**src/rtl/bfp16_accum.sv**
```systemverilog
// ============================================================================
// bfp16_accum : streaming frame accumulator around a combinational FP adder
// Revision    : 1.0
// ============================================================================
`default_nettype none

module BFP16_add #(
    parameter int SIZE_DATA = 32
) (
    input  logic [SIZE_DATA-1:0] i_data_a,
    input  logic [SIZE_DATA-1:0] i_data_b,
    output logic [SIZE_DATA-1:0] o_bfu_add
);
    localparam int c_MW  = SIZE_DATA - 9;
    localparam int c_XW  = c_MW + 1;
    localparam int c_LZW = $clog2(c_XW + 1);

    logic [SIZE_DATA-1:0] w_big, w_small;
    logic [7:0]           w_ebig, w_esml, w_shift;
    logic [c_XW-1:0]      w_mbig, w_msml, w_malign, w_mnorm;
    logic [c_XW:0]        w_msum;
    logic [c_LZW-1:0]     w_lz;
    logic                 w_found;
    logic signed [9:0]    w_exp;

    // Truncating adder; denormal inputs flush to zero, exponent-FF operands pass through.
    always_comb begin
        if (i_data_b[SIZE_DATA-2:0] > i_data_a[SIZE_DATA-2:0]) begin
            w_big   = i_data_b;
            w_small = i_data_a;
        end else begin
            w_big   = i_data_a;
            w_small = i_data_b;
        end
        w_ebig   = w_big[SIZE_DATA-2 -: 8];
        w_esml   = w_small[SIZE_DATA-2 -: 8];
        w_shift  = w_ebig - w_esml;
        w_mbig   = (w_ebig != 8'd0) ? {1'b1, w_big[c_MW-1:0]}   : '0;
        w_msml   = (w_esml != 8'd0) ? {1'b1, w_small[c_MW-1:0]} : '0;
        w_malign = (w_shift >= 8'(c_XW)) ? '0 : (w_msml >> w_shift);
        if (w_big[SIZE_DATA-1] == w_small[SIZE_DATA-1])
            w_msum = {1'b0, w_mbig} + {1'b0, w_malign};
        else
            w_msum = {1'b0, w_mbig} - {1'b0, w_malign};

        w_lz    = '0;
        w_found = 1'b0;
        for (int i = c_XW - 1; i >= 0; i--) begin
            if (!w_found && w_msum[i]) begin
                w_lz    = c_LZW'(c_XW - 1 - i);
                w_found = 1'b1;
            end
        end

        w_exp = signed'({2'b00, w_ebig});
        if (w_msum[c_XW]) begin
            w_mnorm = w_msum[c_XW:1];
            w_exp   = w_exp + 10'sd1;
        end else begin
            w_mnorm = w_msum[c_XW-1:0] << w_lz;
            w_exp   = w_exp - signed'(10'(w_lz));
        end

        o_bfu_add = {w_big[SIZE_DATA-1], w_exp[7:0], w_mnorm[c_MW-1:0]};
        if (w_ebig == 8'hFF)
            o_bfu_add = w_big;
        else if (!w_mnorm[c_MW])
            o_bfu_add = '0;
        else if (w_exp >= 10'sd255)
            o_bfu_add = {w_big[SIZE_DATA-1], 8'hFF, {c_MW{1'b0}}};
        else if (w_exp <= 10'sd0)
            o_bfu_add = {w_big[SIZE_DATA-1], {(SIZE_DATA-1){1'b0}}};
    end
endmodule

module bfp16_accum #(
    parameter int SIZE_DATA = 32,
    parameter int SIZE_CNT  = 10
) (
    input  logic                 i_clk,
    input  logic                 i_rst_n,
    input  logic                 i_clear,
    input  logic                 i_valid,
    input  logic [SIZE_DATA-1:0] i_data,
    input  logic                 i_last,
    output logic                 o_ready,
    output logic                 o_valid,
    input  logic                 i_ready,
    output logic [SIZE_DATA-1:0] o_sum,
    output logic [SIZE_CNT-1:0]  o_count,
    output logic                 o_cnt_sat,
    output logic                 o_inf
);
    localparam logic [1:0] c_IDLE  = 2'd0;
    localparam logic [1:0] c_ACCUM = 2'd1;
    localparam logic [1:0] c_HOLD  = 2'd2;

    logic [1:0]           state_q, state_d;
    logic [SIZE_DATA-1:0] acc_q, acc_d;
    logic [SIZE_CNT-1:0]  count_q, count_d;
    logic                 sat_q, sat_d;
    logic                 inf_q, inf_d;
    logic [SIZE_DATA-1:0] add_sum;

    BFP16_add #(.SIZE_DATA(SIZE_DATA)) u_add (
        .i_data_a  (acc_q),
        .i_data_b  (i_data),
        .o_bfu_add (add_sum)
    );

    always_ff @(posedge i_clk) begin
        if (!i_rst_n || i_clear) begin
            state_q <= c_IDLE;
            acc_q   <= '0;
            count_q <= '0;
            sat_q   <= 1'b0;
            inf_q   <= 1'b0;
        end else begin
            state_q <= state_d;
            acc_q   <= acc_d;
            count_q <= count_d;
            sat_q   <= sat_d;
            inf_q   <= inf_d;
        end
    end

    // The first operand of a frame loads directly so it is bit-exact.
    always_comb begin
        state_d = state_q;
        acc_d   = acc_q;
        count_d = count_q;
        sat_d   = sat_q;
        inf_d   = inf_q;
        case (state_q)
            c_IDLE: begin
                if (i_valid) begin
                    acc_d   = i_data;
                    count_d = SIZE_CNT'(1);
                    sat_d   = 1'b0;
                    inf_d   = (i_data[SIZE_DATA-2 -: 8] == 8'hFF);
                    state_d = i_last ? c_HOLD : c_ACCUM;
                end
            end
            c_ACCUM: begin
                if (i_valid) begin
                    acc_d = add_sum;
                    if (count_q == '1)
                        sat_d = 1'b1;
                    else
                        count_d = count_q + SIZE_CNT'(1);
                    inf_d = inf_q | (add_sum[SIZE_DATA-2 -: 8] == 8'hFF);
                    if (i_last)
                        state_d = c_HOLD;
                end
            end
            c_HOLD: begin
                if (i_ready) begin
                    state_d = c_IDLE;
                    count_d = '0;
                    sat_d   = 1'b0;
                    inf_d   = 1'b0;
                end
            end
            default: state_d = c_IDLE;
        endcase
    end

    always_comb begin
        o_ready   = (state_q == c_IDLE) || (state_q == c_ACCUM);
        o_valid   = (state_q == c_HOLD);
        o_sum     = acc_q;
        o_count   = count_q;
        o_cnt_sat = sat_q;
        o_inf     = inf_q;
    end
endmodule

`default_nettype wire

```
**config.mk**
```make
export PLATFORM = sky130hd
export DESIGN_NAME = bfp16_accum
export DESIGN_NICKNAME = d
export VERILOG_FILES = /design/src/rtl/bfp16_accum.sv
export SDC_FILE = /design/constraint.sdc
export NUM_CORES = 1
export LEC_CHECK = 0
export BUFFER_PORTS_ARGS = -buffer_cell sky130_fd_sc_hd__buf_2
export CAP_MARGIN = 20
export CORE_MARGIN = 8
export CORE_UTILIZATION = 58
export CTS_BUF_LIST = sky130_fd_sc_hd__clkbuf_8
export CTS_CLUSTER_DIAMETER = 80
export CTS_CLUSTER_SIZE = 30
export DETAILED_ROUTE_END_ITERATION = 16
export PLACE_DENSITY = 0.77
export SYNTH_ARGS = -nofsm -noshare
export SYNTH_HDL_FRONTEND = slang
export SYNTH_SLANG_ARGS = --single-unit
```
**constraint.sdc**
```tcl
create_clock -name i_clk -period 11.8 [get_ports i_clk]
set_input_delay 1.77 -clock i_clk [delete_from_list [all_inputs] [get_ports i_clk]]
set_output_delay 1.77 -clock i_clk [all_outputs]
set_load 0.005 [all_outputs]
```
; ---- Yosys cells after proc, flatten, opt, wreduce, memory -nomap -nowiden
; Index checks and enable logic that the tools add are counted.
[totals]
out_inout_bits = 46
reg_bits = 46
wordCells = 170
input_bits = 38
[op_classes]
muxes = 80
addsub = 6
magnitude_cmp = 4
n_bitwise = 1
n_reduce_logical = 59
n_eq_ne = 13
n_shift = 2
[ops]
columns = operator, n
row1 = 2-to-1 mux 32 bit, 6
row2 = 2-to-1 mux 24 bit, 4
row3 = one-hot mux 32 bit (2 select lines), 1
row4 = 2-to-1 mux 31 bit, 2
row5 = 2-to-1 mux 10 bit, 5
row6 = 2-to-1 mux 5 bit, 8
row7 = 2-to-1 mux 4 bit, 8
row8 = greater-than comparator 31 bit, 1
row9 = 2-to-1 mux 1 bit, 30
row10 = one-hot mux 10 bit (3 select lines), 1
row11 = adder 24 x 24 -> 25 bit, 1
row12 = 2-to-1 mux 25 bit, 1
row13 = subtractor 24 x 24 -> 25 bit, 1
row14 = equality test 8 bit (second input constant), 3
row15 = logical NOT 1 bit, 24
row16 = << shifter 24 x 5 -> 24 bit, 1
row17 = >> shifter 24 x 8 -> 24 bit, 1
row18 = logical AND 1 bit, 23
row19 = nonzero test 8 bit, 2
row20 = 2-to-1 mux 2 bit, 7
row21 = 2-to-1 mux 3 bit, 4
row22 = adder 10 x 1 -> 10 bit (second input constant), 1
row23 = equality test 10 bit (second input constant), 1
row24 = >= comparator 10 x 9 -> 1 bit (second input constant), 1
row25 = 20 further kinds, 28

; ---- Longest topological paths before layout
[depth]
word_depth = 89
ltp_mapped = 57
ltp_nobuf = 50

; ---- By module
; From an unflattened synthesis, not the netlist that was laid out.
[hier_totals]
cells_unflattened = 1571
hier_area_um2 = 11013.1
[modules_own_cells]
columns = module, area_each_um2, instances, cells_each, seq_area_each_um2
row1 = BFP16_add, 8659.6, 1, 1307, 0.0
row2 = bfp16_accum, 2353.5, 1, 264, 920.9

; ---- Worst setup path after synthesis
; OpenSTA, ideal clock, no wires.
[synth_path]
path_kind = input-to-reg
start = input i_data[28]
end = register acc_q[7], in the netlist o_sum[7]
arrival_ns = 12.444
stages = 53
path_slack_ns = -0.763
path_buffers = 9
t_required_ns = 11.681
setup_time_ns = 0.119
cell_sequence = ha_1 > a21o_1 > a21o_1 > a22o_1 > o31a_1 > buf_6 > nor3_1 > a21oi_1 > ha_1 > clkbuf_1 > clkbuf_1 > clkbuf_1 > clkbuf_1 > clkbuf_1 > nand3_1 > o211ai_1 > a21oi_1 > o21ai_0 > [... 17 more ...] > a21o_1 > clkbuf_1 > inv_1 > ha_1 > nor2b_1 > o21ai_0 > nand2b_1 > a21o_1 > a21o_1 > nor2_1 > nor2_1 > nand2_1 > mux2i_1 > a2111oi_4 > o221ai_2 > buf_4 > a41oi_1 > o21ai_1
[synth_via]
elab_chain_cells = 87
elab_cells_between_ends = 121
classes_between = add/sub (5) / order compare (4) / eq/ne (2) / shift (2) / mux (60) / reduce/logical (48)
[synth_lines]
columns = element, line_no
row1 = "start, declared", 84  ; input logic [SIZE_DATA-1:0] i_data,
row2 = "parallel branches: the longest is 84 deep, another holds greater-than comparator 31 bit", n/a
row3 = 2-to-1 mux 32 bit (*), 65  ; if (w_ebig == 8'hFF)
row4 = 2-to-1 mux 32 bit (*), 145  ; if (i_valid) begin
row5 = one-hot mux 32 bit (2 select lines) (*), 134  ; case (state_q)
row6 = "end signal, assigned", 114  ; acc_q <= '0;
row7 = "end signal, assigned", 120  ; acc_q <= acc_d;
row8 = "end, declared", 99  ; logic [SIZE_DATA-1:0] acc_q, acc_d;
; Mark *: on every way between the ends. The select of a mux whose other input is x is not followed.
; A chain may end at the register's enable or synchronous reset.

; ---- Worst setup path in the final report
[layout_path]
start = input i_data[27]
end = register acc_q[11], in the netlist o_sum[11]
; Same word-level chain as after synthesis.

==> flow_summary.toml <==
[critical_path]
cp-start-kind = "primary input"
cp.arrival_ps = 12050
cp_common_cell = "buf_4"
required_ps = 12030
end_kind = "flop"
critPathMaxFanout = 7
max_stage_delay_ps = 490
regToRegSetupSlack_ps = 740
cpMaxStageDelayCell = "or4b_4"
critPathKind = "primary input to flop"

[routing]
vias = 15600
drc = 0
drt-wirelength-per-cell_microns = 24.0
dr.first_iter.drc_count = 2301
ant_nets = 0
firstDrtPassIters = 7
viasPerCell = 7.24
wl_microns = 51900

[cells_and_area]
n_fill_cell = 1430
antenna_cells = 0
fin_area_sq_um = 14500
syn_to_final_growth_pct = 30.1
nets = 2035
drive_gt1_share_pct = 28.1

[power]
peakVddDrop_mv = 0.0990
clockPowerShare_pct = 6.2
power_density_nw_per_um2 = 122
swShare_pct = 53.9
combPwrFrac_pct = 83.6
intPower_mw = 0.814
seq_power_share_pct = 10.1
power.switching_mw = 0.952
power_leakage_nw = 6.15

[global_route]
grt_overflow_total = 0
grt_max_degree = 75
grt_pass1_vias = 13500
grt_pass1_wl_microns = 75600
track_usage_pct = 39.2
antenna_found_initial = 0

[clock_tree]
clockBufferDepth = 2
clkSinkCount = 46
cts_tree = "built"
htree_levels = 2
cts_root_buf = "clkbuf_8"
cts_buffers = 5
postCtsHoldBufs = 0
clk_pin_slew_worst_paths_ps = 110
clk_latency_ps = 320

[die]
start_util_pct = 59.3
die_w_microns = 155
std_cell_rows = 50
die_y_microns = 155
core_area_sq_um = 18800
ios = 84
fp.dieArea_sq_um = 23900

[timing]
worst_slew_pin_slew_ps = 996
setup_viol = 1
rsz0062_at_grt = "yes"
setup_slack_ps = -15.8
setup-tns-final_ps = -15.8
skew_ps = 13.0
finalCriticalPeriod_ps = 11820
hold_viol = 0
fmax_mhz = 84.6
slew_headroom_pct = 33.3
finalMaxSlewViolations = 0
fin_crit_sh_pct = 100

[synthesis]
yosysWarnings = 0
seq_area_frac_synth_pct = 8.27
syn_area_per_cell_sq_um = 6.75
netlist_area_sq_um = 11100
syn_nets = 1761
ys_seq_elements = 46
synth_cell_types = 108
synth_edf_count = 0
ys.flop_type = "dfxtp_1"
netlist_instances = 1651
async_flop_share_pct = 0

[placement]
port_buffers = 83
dp_slack_ps = -506
place_area_sq_um = 13500
place_congestion = 1.11
hpwlAfterDp_microns = 38900

[run]
drv_cap = 0

[worst_hold_path]
hp-class = "flop to flop"

[outcome]
violations = "setup timing"
status = "finished, violations left"
routing by layer:
| metal | share of wire [%] | routed length [microns] | GRT usage, % |
|---|---|---|---|
| met3 | 15 | 7650 | 8.02 |
| met4 | 7.0 | 3650 | 18.1 |
| met2 | 42 | 21700 | 59.9 |
| met1 | 37 | 19000 | 51.9 |
| met5 | 0 | 0 | 0 |
layout make-up:
| class | count | area, sq um | share of cell area [%] |
|---|---|---|---|
| clock buffers | 5 | 68.8 | 0.475 |
| clock inverters | 3 | 25.0 | 0.173 |
| inverters | 68 | 255 | 1.76 |
| multi-input cells | 1430 | 10300 | 70.7 |
| flip-flops and latches | 46 | 921 | 6.35 |
| well taps | 234 | 293 | 2.02 |
| repair buffers | 374 | 2680 | 18.5 |
sequential cells by signal (all words and copies together) (netlist names):
signal	cells
o_cnt_sat	1
o_count	10
o_inf	1
o_sum	32
state_q	2
cell usage after synthesis, drive strengths merged, types with 10 or more instances:
cell,number,area share [%]
dfxtp,46,8.3
a22oi,12,0.81
mux2,13,1.3
a21o,36,2.4
ha,70,7.9
nand2,173,5.9
nor4,18,1.1
or3,17,0.95
o21a,13,0.89
and3,18,1.0
nand2b,12,0.67
nand4,28,1.6
o311ai,10,0.85
clkbuf,73,2.5
inv,68,2.3
a221oi,14,1.1
mux2i,58,5.2
nor2b,20,1.1
o21ai,141,6.4
mux4,13,2.6
buf,35,1.8
a31oi,18,1.1
o211ai,21,1.4
a2111oi,12,1.2
o22ai,34,1.9
nor2,176,6.1
o31ai,18,1.5
a211oi,27,1.8
xor2,24,1.9
nand3,63,2.9
xnor2,32,2.6
nor3,40,1.8
and2,10,0.58
a21oi,144,6.5
worst paths after layout:
| kind | from | endpoint | depth (start not counted) |
|---|---|---|---|
| setup / recovery | i_data[27] | o_sum[11] | 52 |
| hold / removal | o_cnt_sat | o_cnt_sat | 2 |
| setup reg to reg | o_sum[21] | o_sum[11] | 52 |
| hold reg to reg | o_cnt_sat | o_cnt_sat | 2 |
layout by cell type (no fill, tap or decap), types with 8 or more instances in the layout:
cell | Yosys | routed
a211o_1 | 8 | 8
a211oi_1 | 27 | 24
a21o_1 | 36 | 36
a21oi_1 | 143 | 136
a221oi_1 | 14 | 14
a22oi_1 | 12 | 11
a31oi_1 | 17 | 16
and3_1 | 18 | 17
buf_2 | 18 | 78
buf_4 | 4 | 282
buf_6 | 4 | 11
dfxtp_1 | 46 | 46
ha_1 | 70 | 49
ha_4 | 0 | 19
inv_1 | 67 | 66
mux2_2 | 11 | 10
mux2i_1 | 58 | 57
mux4_2 | 13 | 13
nand2_1 | 172 | 169
nand2b_1 | 12 | 12
nand3_1 | 62 | 61
nand4_1 | 28 | 28
nor2_1 | 174 | 171
nor2b_1 | 20 | 17
nor3_1 | 39 | 34
nor4_1 | 17 | 12
o211ai_1 | 21 | 21
o21a_1 | 12 | 12
o21ai_0 | 120 | 111
o21ai_1 | 20 | 22
o22ai_1 | 34 | 34
o31ai_1 | 14 | 11
or3_1 | 17 | 16
xnor2_1 | 31 | 29
xor2_1 | 24 | 23
kinds of logic (layout without fill, tap and decap cells):
| group | count (synthesis) | in the layout | share of synthesized area (%) |
|---|---|---|---|
| adders and majority gates | 72 | 72 | 8.22 |
| buffers and inverters | 176 | 450 | 6.54 |
| xor gates and xnor gates | 56 | 56 | 4.47 |
| and+or+nand+nor | 608 | 609 | 26.2 |
| AOI/OAI and AO/OA | 609 | 609 | 37.1 |
| DFF | 46 | 46 | 8.27 |
| muxes | 84 | 84 | 9.16 |
metrics by stage:
stage	instances	total power, mW	hold WS (ps)	util (%)
3_3_place_gp	2135	1.49	454	71.9
3_5_place_dp	2135	1.50	469	71.9
6_report	2160	1.77	509	77.2
5_1_grt	2160	1.85	533	77.2
4_1_cts	2144	1.62	494	72.8
2_1_floorplan	1651	0.990	457	-
power groups by stage:
stage / combinational (mW) / sequential, mW / clock, mW
finish: 1.48 / 0.179 / 0.110
global route: 1.56 / 0.178 / 0.113
CTS: 1.33 / 0.177 / 0.108
detailed placement: 1.32 / 0.180 / 0
global placement: 1.31 / 0.180 / 0
floorplan: 0.816 / 0.174 / 0
timing repair:
action	CTS	global route
pin swaps	4	59
gates cloned	0	1
buffers inserted	1	13
gates resized for setup	10	126
endpoints found under the setup margin	26	32
worst max-delay path: cells and delay by family:
| family | cells | cell delay [ps] |
|---|---|---|
| multiplexers | 2 | 410 |
| AND/OR/NAND/NOR | 20 | 4500 |
| adder cells (fa/ha/maj) | 4 | 1100 |
| buffers and inverters | 9 | 1500 |
| AO/OA/AOI/OAI | 17 | 2760 |
Power figures use the tool's default switching activity.
